## config.mk

```make
export PLATFORM = sky130hd
export DESIGN_NAME = carfield_apb_sys_wdt
export DESIGN_NICKNAME = d
export VERILOG_FILES = /design/src/rtl/carfield_pkg.sv /design/src/rtl/carfield_sys_wdt_core.sv /design/src/rtl/carfield_apb_sys_wdt.sv
export SDC_FILE = /design/constraint.sdc
export NUM_CORES = 1
export LEC_CHECK = 0
export BUFFER_PORTS_ARGS = -buffer_cell sky130_fd_sc_hd__buf_2
export CAP_MARGIN = 15
export CORE_MARGIN = 1
export CORE_UTILIZATION = 60
export CTS_BUF_LIST = sky130_fd_sc_hd__clkbuf_8
export DETAILED_ROUTE_END_ITERATION = 16
export PLACE_DENSITY = 0.81
export SKIP_CTS_REPAIR_TIMING = 1
export SLEW_MARGIN = 30
export SYNTH_ARGS = -nofsm -noshare
export SYNTH_HDL_FRONTEND = slang
export SYNTH_SLANG_ARGS = --single-unit
```

## constraint.sdc

```tcl
create_clock -name clk_i -period 6.4 [get_ports clk_i]
set_clock_uncertainty 0.1 [all_clocks]
set_input_delay 0.64 -clock clk_i [delete_from_list [all_inputs] [get_ports clk_i]]
set_output_delay 0.64 -clock clk_i [all_outputs]
set_load 0.01 [all_outputs]
```

## src/rtl/carfield_pkg.sv

```systemverilog
// Shared Carfield definitions used by the system watchdog: address window,
// register offsets and the kick key.
package carfield_pkg;

  localparam logic [31:0] SystemWdtBase = 32'h2000_7000;
  localparam logic [31:0] SystemWdtSize = 32'h0000_1000;

  localparam logic [31:0] WdtKickKey = 32'h5A5A_A5A5;

  typedef enum logic [4:0] {
    WDT_CTRL     = 5'h00,
    WDT_PRESC    = 5'h04,
    WDT_BARK_THR = 5'h08,
    WDT_BITE_THR = 5'h0C,
    WDT_COUNT    = 5'h10,
    WDT_KICK     = 5'h14,
    WDT_STATUS   = 5'h18
  } wdt_reg_off_e;

  typedef struct packed {
    logic irq_en;
    logic lock;
    logic en;
  } wdt_ctrl_t;

endpackage

```

## src/rtl/carfield_sys_wdt_core.sv

```systemverilog
// Watchdog datapath: prescaler, saturating counter, threshold compares and
// the bark/bite status flags.
module carfield_sys_wdt_core
  import carfield_pkg::*;
#(
  parameter int unsigned CntWidth   = 32,
  parameter int unsigned PrescWidth = 16
) (
  input  logic                  clk_i,
  input  logic                  rst_ni,
  input  logic                  en_i,
  input  logic [PrescWidth-1:0] presc_i,
  input  logic [CntWidth-1:0]   bark_thr_i,
  input  logic [CntWidth-1:0]   bite_thr_i,
  input  logic                  kick_i,
  input  logic                  bark_clr_i,
  output logic [CntWidth-1:0]   count_o,
  output logic                  bark_o,
  output logic                  bite_o
);

  logic [PrescWidth-1:0] presc_cnt_q, presc_cnt_d;
  logic [CntWidth-1:0]   count_q, count_d;
  logic                  bark_q, bark_d;
  logic                  bite_q, bite_d;
  logic                  tick;

  assign tick = en_i && (presc_cnt_q == presc_i);

  always_comb begin
    presc_cnt_d = presc_cnt_q;
    count_d     = count_q;
    if (kick_i) begin
      presc_cnt_d = '0;
      count_d     = '0;
    end else if (en_i) begin
      if (tick) begin
        presc_cnt_d = '0;
        if (count_q != '1) count_d = count_q + CntWidth'(1);
      end else begin
        presc_cnt_d = presc_cnt_q + PrescWidth'(1);
      end
    end
  end

  // A bark condition that still holds overrides a concurrent clear.
  always_comb begin
    bark_d = bark_q;
    if (bark_clr_i) bark_d = 1'b0;
    if (en_i && (count_q >= bark_thr_i)) bark_d = 1'b1;
    bite_d = bite_q | (en_i && (count_q >= bite_thr_i));
  end

  always_ff @(posedge clk_i or negedge rst_ni) begin
    if (!rst_ni) begin
      presc_cnt_q <= '0;
      count_q     <= '0;
      bark_q      <= 1'b0;
      bite_q      <= 1'b0;
    end else begin
      presc_cnt_q <= presc_cnt_d;
      count_q     <= count_d;
      bark_q      <= bark_d;
      bite_q      <= bite_d;
    end
  end

  assign count_o = count_q;
  assign bark_o  = bark_q;
  assign bite_o  = bite_q;

endmodule

```

## src/rtl/carfield_apb_sys_wdt.sv

```systemverilog
// APB system watchdog: zero-wait-state register decode and configuration
// registers in front of the watchdog core.
module carfield_apb_sys_wdt
  import carfield_pkg::*;
#(
  parameter int unsigned CntWidth     = 32,
  parameter int unsigned PrescWidth   = 16,
  parameter int unsigned ApbAddrWidth = 12
) (
  input  logic                    clk_i,
  input  logic                    rst_ni,
  input  logic [ApbAddrWidth-1:0] paddr_i,
  input  logic                    psel_i,
  input  logic                    penable_i,
  input  logic                    pwrite_i,
  input  logic [31:0]             pwdata_i,
  output logic [31:0]             prdata_o,
  output logic                    pready_o,
  output logic                    pslverr_o,
  output logic                    irq_o,
  output logic                    rst_req_o
);

  wdt_ctrl_t             ctrl_q, ctrl_d;
  logic [PrescWidth-1:0] presc_q, presc_d;
  logic [CntWidth-1:0]   bark_thr_q, bark_thr_d;
  logic [CntWidth-1:0]   bite_thr_q, bite_thr_d;
  logic [CntWidth-1:0]   count;
  logic                  bark, bite, kick, bark_clr;
  logic                  access, in_window;
  logic [4:0]            off;

  assign access    = psel_i & penable_i;
  assign off       = paddr_i[4:0];
  assign in_window = (paddr_i[ApbAddrWidth-1:5] == '0);
  assign pready_o  = 1'b1;

  // Errors suppress every state update, so each write path is gated by the
  // same branch that raises pslverr_o.
  always_comb begin
    ctrl_d     = ctrl_q;
    presc_d    = presc_q;
    bark_thr_d = bark_thr_q;
    bite_thr_d = bite_thr_q;
    kick       = 1'b0;
    bark_clr   = 1'b0;
    prdata_o   = '0;
    pslverr_o  = 1'b0;
    if (access) begin
      if (!in_window) begin
        pslverr_o = 1'b1;
      end else begin
        case (off)
          WDT_CTRL: begin
            if (!pwrite_i) prdata_o[2:0] = {ctrl_q.irq_en, ctrl_q.lock, ctrl_q.en};
            else if (ctrl_q.lock) pslverr_o = 1'b1;
            else begin
              ctrl_d.en     = pwdata_i[0];
              ctrl_d.lock   = pwdata_i[1];
              ctrl_d.irq_en = pwdata_i[2];
            end
          end
          WDT_PRESC: begin
            if (!pwrite_i) prdata_o[PrescWidth-1:0] = presc_q;
            else if (ctrl_q.lock) pslverr_o = 1'b1;
            else presc_d = pwdata_i[PrescWidth-1:0];
          end
          WDT_BARK_THR: begin
            if (!pwrite_i) prdata_o[CntWidth-1:0] = bark_thr_q;
            else if (ctrl_q.lock) pslverr_o = 1'b1;
            else bark_thr_d = pwdata_i[CntWidth-1:0];
          end
          WDT_BITE_THR: begin
            if (!pwrite_i) prdata_o[CntWidth-1:0] = bite_thr_q;
            else if (ctrl_q.lock) pslverr_o = 1'b1;
            else bite_thr_d = pwdata_i[CntWidth-1:0];
          end
          WDT_COUNT: begin
            if (pwrite_i) pslverr_o = 1'b1;
            else prdata_o[CntWidth-1:0] = count;
          end
          WDT_KICK: begin
            if (!pwrite_i || (pwdata_i != WdtKickKey)) pslverr_o = 1'b1;
            else kick = 1'b1;
          end
          WDT_STATUS: begin
            if (pwrite_i) bark_clr = pwdata_i[0];
            else prdata_o[1:0] = {bite, bark};
          end
          default: pslverr_o = 1'b1;
        endcase
      end
    end
  end

  always_ff @(posedge clk_i or negedge rst_ni) begin
    if (!rst_ni) begin
      ctrl_q     <= '0;
      presc_q    <= '0;
      bark_thr_q <= '1;
      bite_thr_q <= '1;
    end else begin
      ctrl_q     <= ctrl_d;
      presc_q    <= presc_d;
      bark_thr_q <= bark_thr_d;
      bite_thr_q <= bite_thr_d;
    end
  end

  carfield_sys_wdt_core #(
    .CntWidth  (CntWidth),
    .PrescWidth(PrescWidth)
  ) i_core (
    .clk_i     (clk_i),
    .rst_ni    (rst_ni),
    .en_i      (ctrl_q.en),
    .presc_i   (presc_q),
    .bark_thr_i(bark_thr_q),
    .bite_thr_i(bite_thr_q),
    .kick_i    (kick),
    .bark_clr_i(bark_clr),
    .count_o   (count),
    .bark_o    (bark),
    .bite_o    (bite)
  );

  assign irq_o     = bark & ctrl_q.irq_en;
  assign rst_req_o = bite;

endmodule
```

==> results_dict.tcl <==
set metrics [dict create \
    outcome "completed" \
    synth_ff_type "dfrtp_1" \
    core_sq_um 14100 \
    relSlewSlack_pct 35.6 \
    grt_pass1_vias 7345 \
    required_ns 5.66 \
    finalCritPeriodShare_pct 55.1 \
    dieArea_sq_um 15100 \
    critical-path-max-stage-delay_ns 0.63 \
    hold_ws_ns 0.124 \
    h-tree-depth 4 \
    crit_path_cell_trace "buf_2, buf_4, nor2b_1, and2_1, o31ai_4, nor2_1, buf_2" \
    crit_path_end_kind "primary output" \
    peakVddDrop_mv 0.164 \
    path_buf_inv 3 \
    synth_nets 1085 \
    synth-compound-area-share_pct 13.8 \
    routed_wl_mm 22.8 \
    final_area_sq_um 9730 \
    period_needed_ns 3.53 \
    tns_ns 0 \
    arrival_ns 2.79 \
    synthAdderAreaFrac_pct 9.39 \
    tightestPinTransition_ns 0.966 \
    leakage_nw 4.39 \
    drt_iter0_drc 795 \
    crit_cells 7 \
    clk_latency_ns 0.45 \
    synth_top_family_by_area "simple AND/OR/NAND/NOR gates" \
    fmax_mhz 284 \
    cts-root-buf "clkbuf_8" \
    crit_path_top_delay_cell "and2_1" \
    setup_slack_ns 2.87 \
    fp-row-count 43 \
    critical_path_class "in2out" \
    final_layout_size_suffix_gt1_share_pct 23.3 \
    ios 85 \
    critPathMaxFanout 58 \
    cts_buffer_depth 2 \
    synth_warnings 0 \
    yosys.area.top_type "dfrtp_1" \
    power.density_nw_per_um2 173 \
    wl_per_cell_microns 18.6 \
    yosys.area_share.simple_pct 20.9 \
    antenna_found_initial 0 \
    cpMostUsedCell "buf_2" \
    synth_edf_count 0 \
    clk_pin_slew_ns 0.07 \
    place_congestion 0.887 \
    nNetsFinal 1147 \
    area_delta_synth_final_pct 10.7 \
    ff2ff_path_depth 6 \
    final_antenna_net_count 0 \
    rsz0062_at_grt "false" \
    grt_pass1_wl_mm 37.3 \
    vias 7724 \
    cts_tree "built" \
    nFillCells 1085 \
    cts_sinks 133 \
    grt_usage_pct 32.3 \
    slew_violations 0 \
    dp_cells 1193 \
    cts_buffers 17 \
    ys_seq_area_share_pct 38.8 \
    die_w_microns 123 \
    total_power_mw 1.68 \
    syn_area_sq_um 8790 \
    synthCells 970 \
    io_buffers 83 \
    yosysTopAreaCellShare_pct 19.6 \
    setup_viol 0 \
    syn_avg_cell_area_sq_um 9.07 \
    yosys-top-cells-area "dfrtp_1, dfstp_2, ha_1" \
    finalNonFillerCells 1225 \
    initial_core_util_pct 62.4 \
    hold_class "in2async" \
    synth-seq-cells 133 \
    dpl_cell_area_sq_um 9310 \
    die_y_microns 123 \
    dp_hpwl_mm 16.5 \
    synth_mux_area_share_pct 8.62 \
    n_antenna_cell 0 \
    async_flop_share_pct 100 \
    ys_types 59 \
    post-place-ws_ns 2.67 \
    synth_xor_area_share_pct 3.19 \
    grt_overflow 0 \
    path_delay_family "simple AND/OR/NAND/NOR gates" \
    drc_errors 0 \
    detail_route.first_pass.iterations 5 \
    drv_cap 0 \
    hold_viol 0 \
    final_util_pct 69.1 \
    avgViaCountPerCell 6.31 \
    grt_max_degree 79 \
    critPathLaunchType "primary input" \
]
## placed cells by master, fill, tap and decap left out, types with 8 or more instances in the layout
cell type  instances
a21oi_1           48
a221oi_1          13
a22oi_1           17
and2_1             9
and3_1            15
buf_2             82
clkbuf_8          17
dfrtp_1           69
dfstp_2           64
ha_1              66
inv_1             72
mux2_2            52
mux2i_1           15
nand2_1           91
nand3_1           19
nand4_1           39
nor2_1            90
nor2b_1            8
nor3_1             9
o211ai_1           9
o21ai_0           83
or3_1             21
or4_1              8
xnor2_1           14
xor2_1            18
## registers in the layout (all words and copies together), names as in the netlist
register	cells
bark_thr_q	32
bite_thr_q	32
ctrl_q	3
i_core.bark_o	1
i_core.bite_o	1
i_core.count_o	32
i_core.presc_cnt_q	16
presc_q	16
## cells by family after synthesis
logic type | after synthesis
compound gates | 202
fa+ha+maj | 66
mux | 68
simple gates | 354
buf+inv | 114
flops | 133
other cells | 1
xor+xnor | 32
## routing by layer
metal  global-route usage, %  vias up  part of all wire (%)
met4                    12.0        0                   2.5
met5                       0        -                     0
met2                    51.6      293                    47
met1                    43.3     3774                    44
li1                        -     3612                     -
met3                    6.83       45                   6.6
## cell type report
class | count | area, sq um | area share [%]
multi-input cells | 723 | 4960 | 51.0
flip-flops and latches | 133 | 3410 | 35.0
repair buffers | 90 | 478 | 4.91
inverters | 67 | 251 | 2.58
clock buffers | 17 | 234 | 2.40
well taps | 180 | 225 | 2.31
clock inverters | 15 | 174 | 1.79
## synthesized netlist by cell type, types with 6 or more instances
cell type  instances
a22oi_1           17
nand2_1           92
nor2_1            90
and2_1             9
nand2b_1           6
o21ai_0           83
o211ai_1           9
xor2_1            18
buf_2             11
and4_1             6
dfstp_2           64
or4_1              8
mux2_2            52
a21oi_1           48
and3_1            15
nor2b_1            8
nand4_1           39
ha_1              66
nor4bb_1           6
clkbuf_1          27
or3_1             21
a221oi_1          13
nand3_1           19
dfrtp_1           69
mux2i_1           15
inv_1             67
xnor2_1           14
nor3_1             9
## where the power goes
group / switching [mW] / total, mW / internal, mW
sequential: 0.00177 / 0.846 / 0.844
combinational: 0.0583 / 0.0873 / 0.0289
clock: 0.333 / 0.747 / 0.414
## worst paths after layout
check                             startpoint                  to  slack [ns]
hold / removal                        rst_ni          presc_q[3]        0.12
hold reg to reg               bark_thr_q[11]      bark_thr_q[11]        0.41
max in group asynchronous             rst_ni   i_core.count_o[9]        4.88
setup / recovery                  paddr_i[2]        prdata_o[10]        2.87
min in group clk_i              pwdata_i[25]      bark_thr_q[25]        0.31
setup reg to reg           i_core.count_o[9]  i_core.count_o[15]        3.46
## worst reg2reg max path, cell delays in order (launching register included)
cell and delay [ns]:
dfrtp_1 0.57, nand4_1 0.34, nor4_1 0.44, nand4_1 0.71, nand4bb_1 0.39, nor2_1 0.07
o21ai_0 0.22
Note: power is estimated with default switching activity, not from simulation.
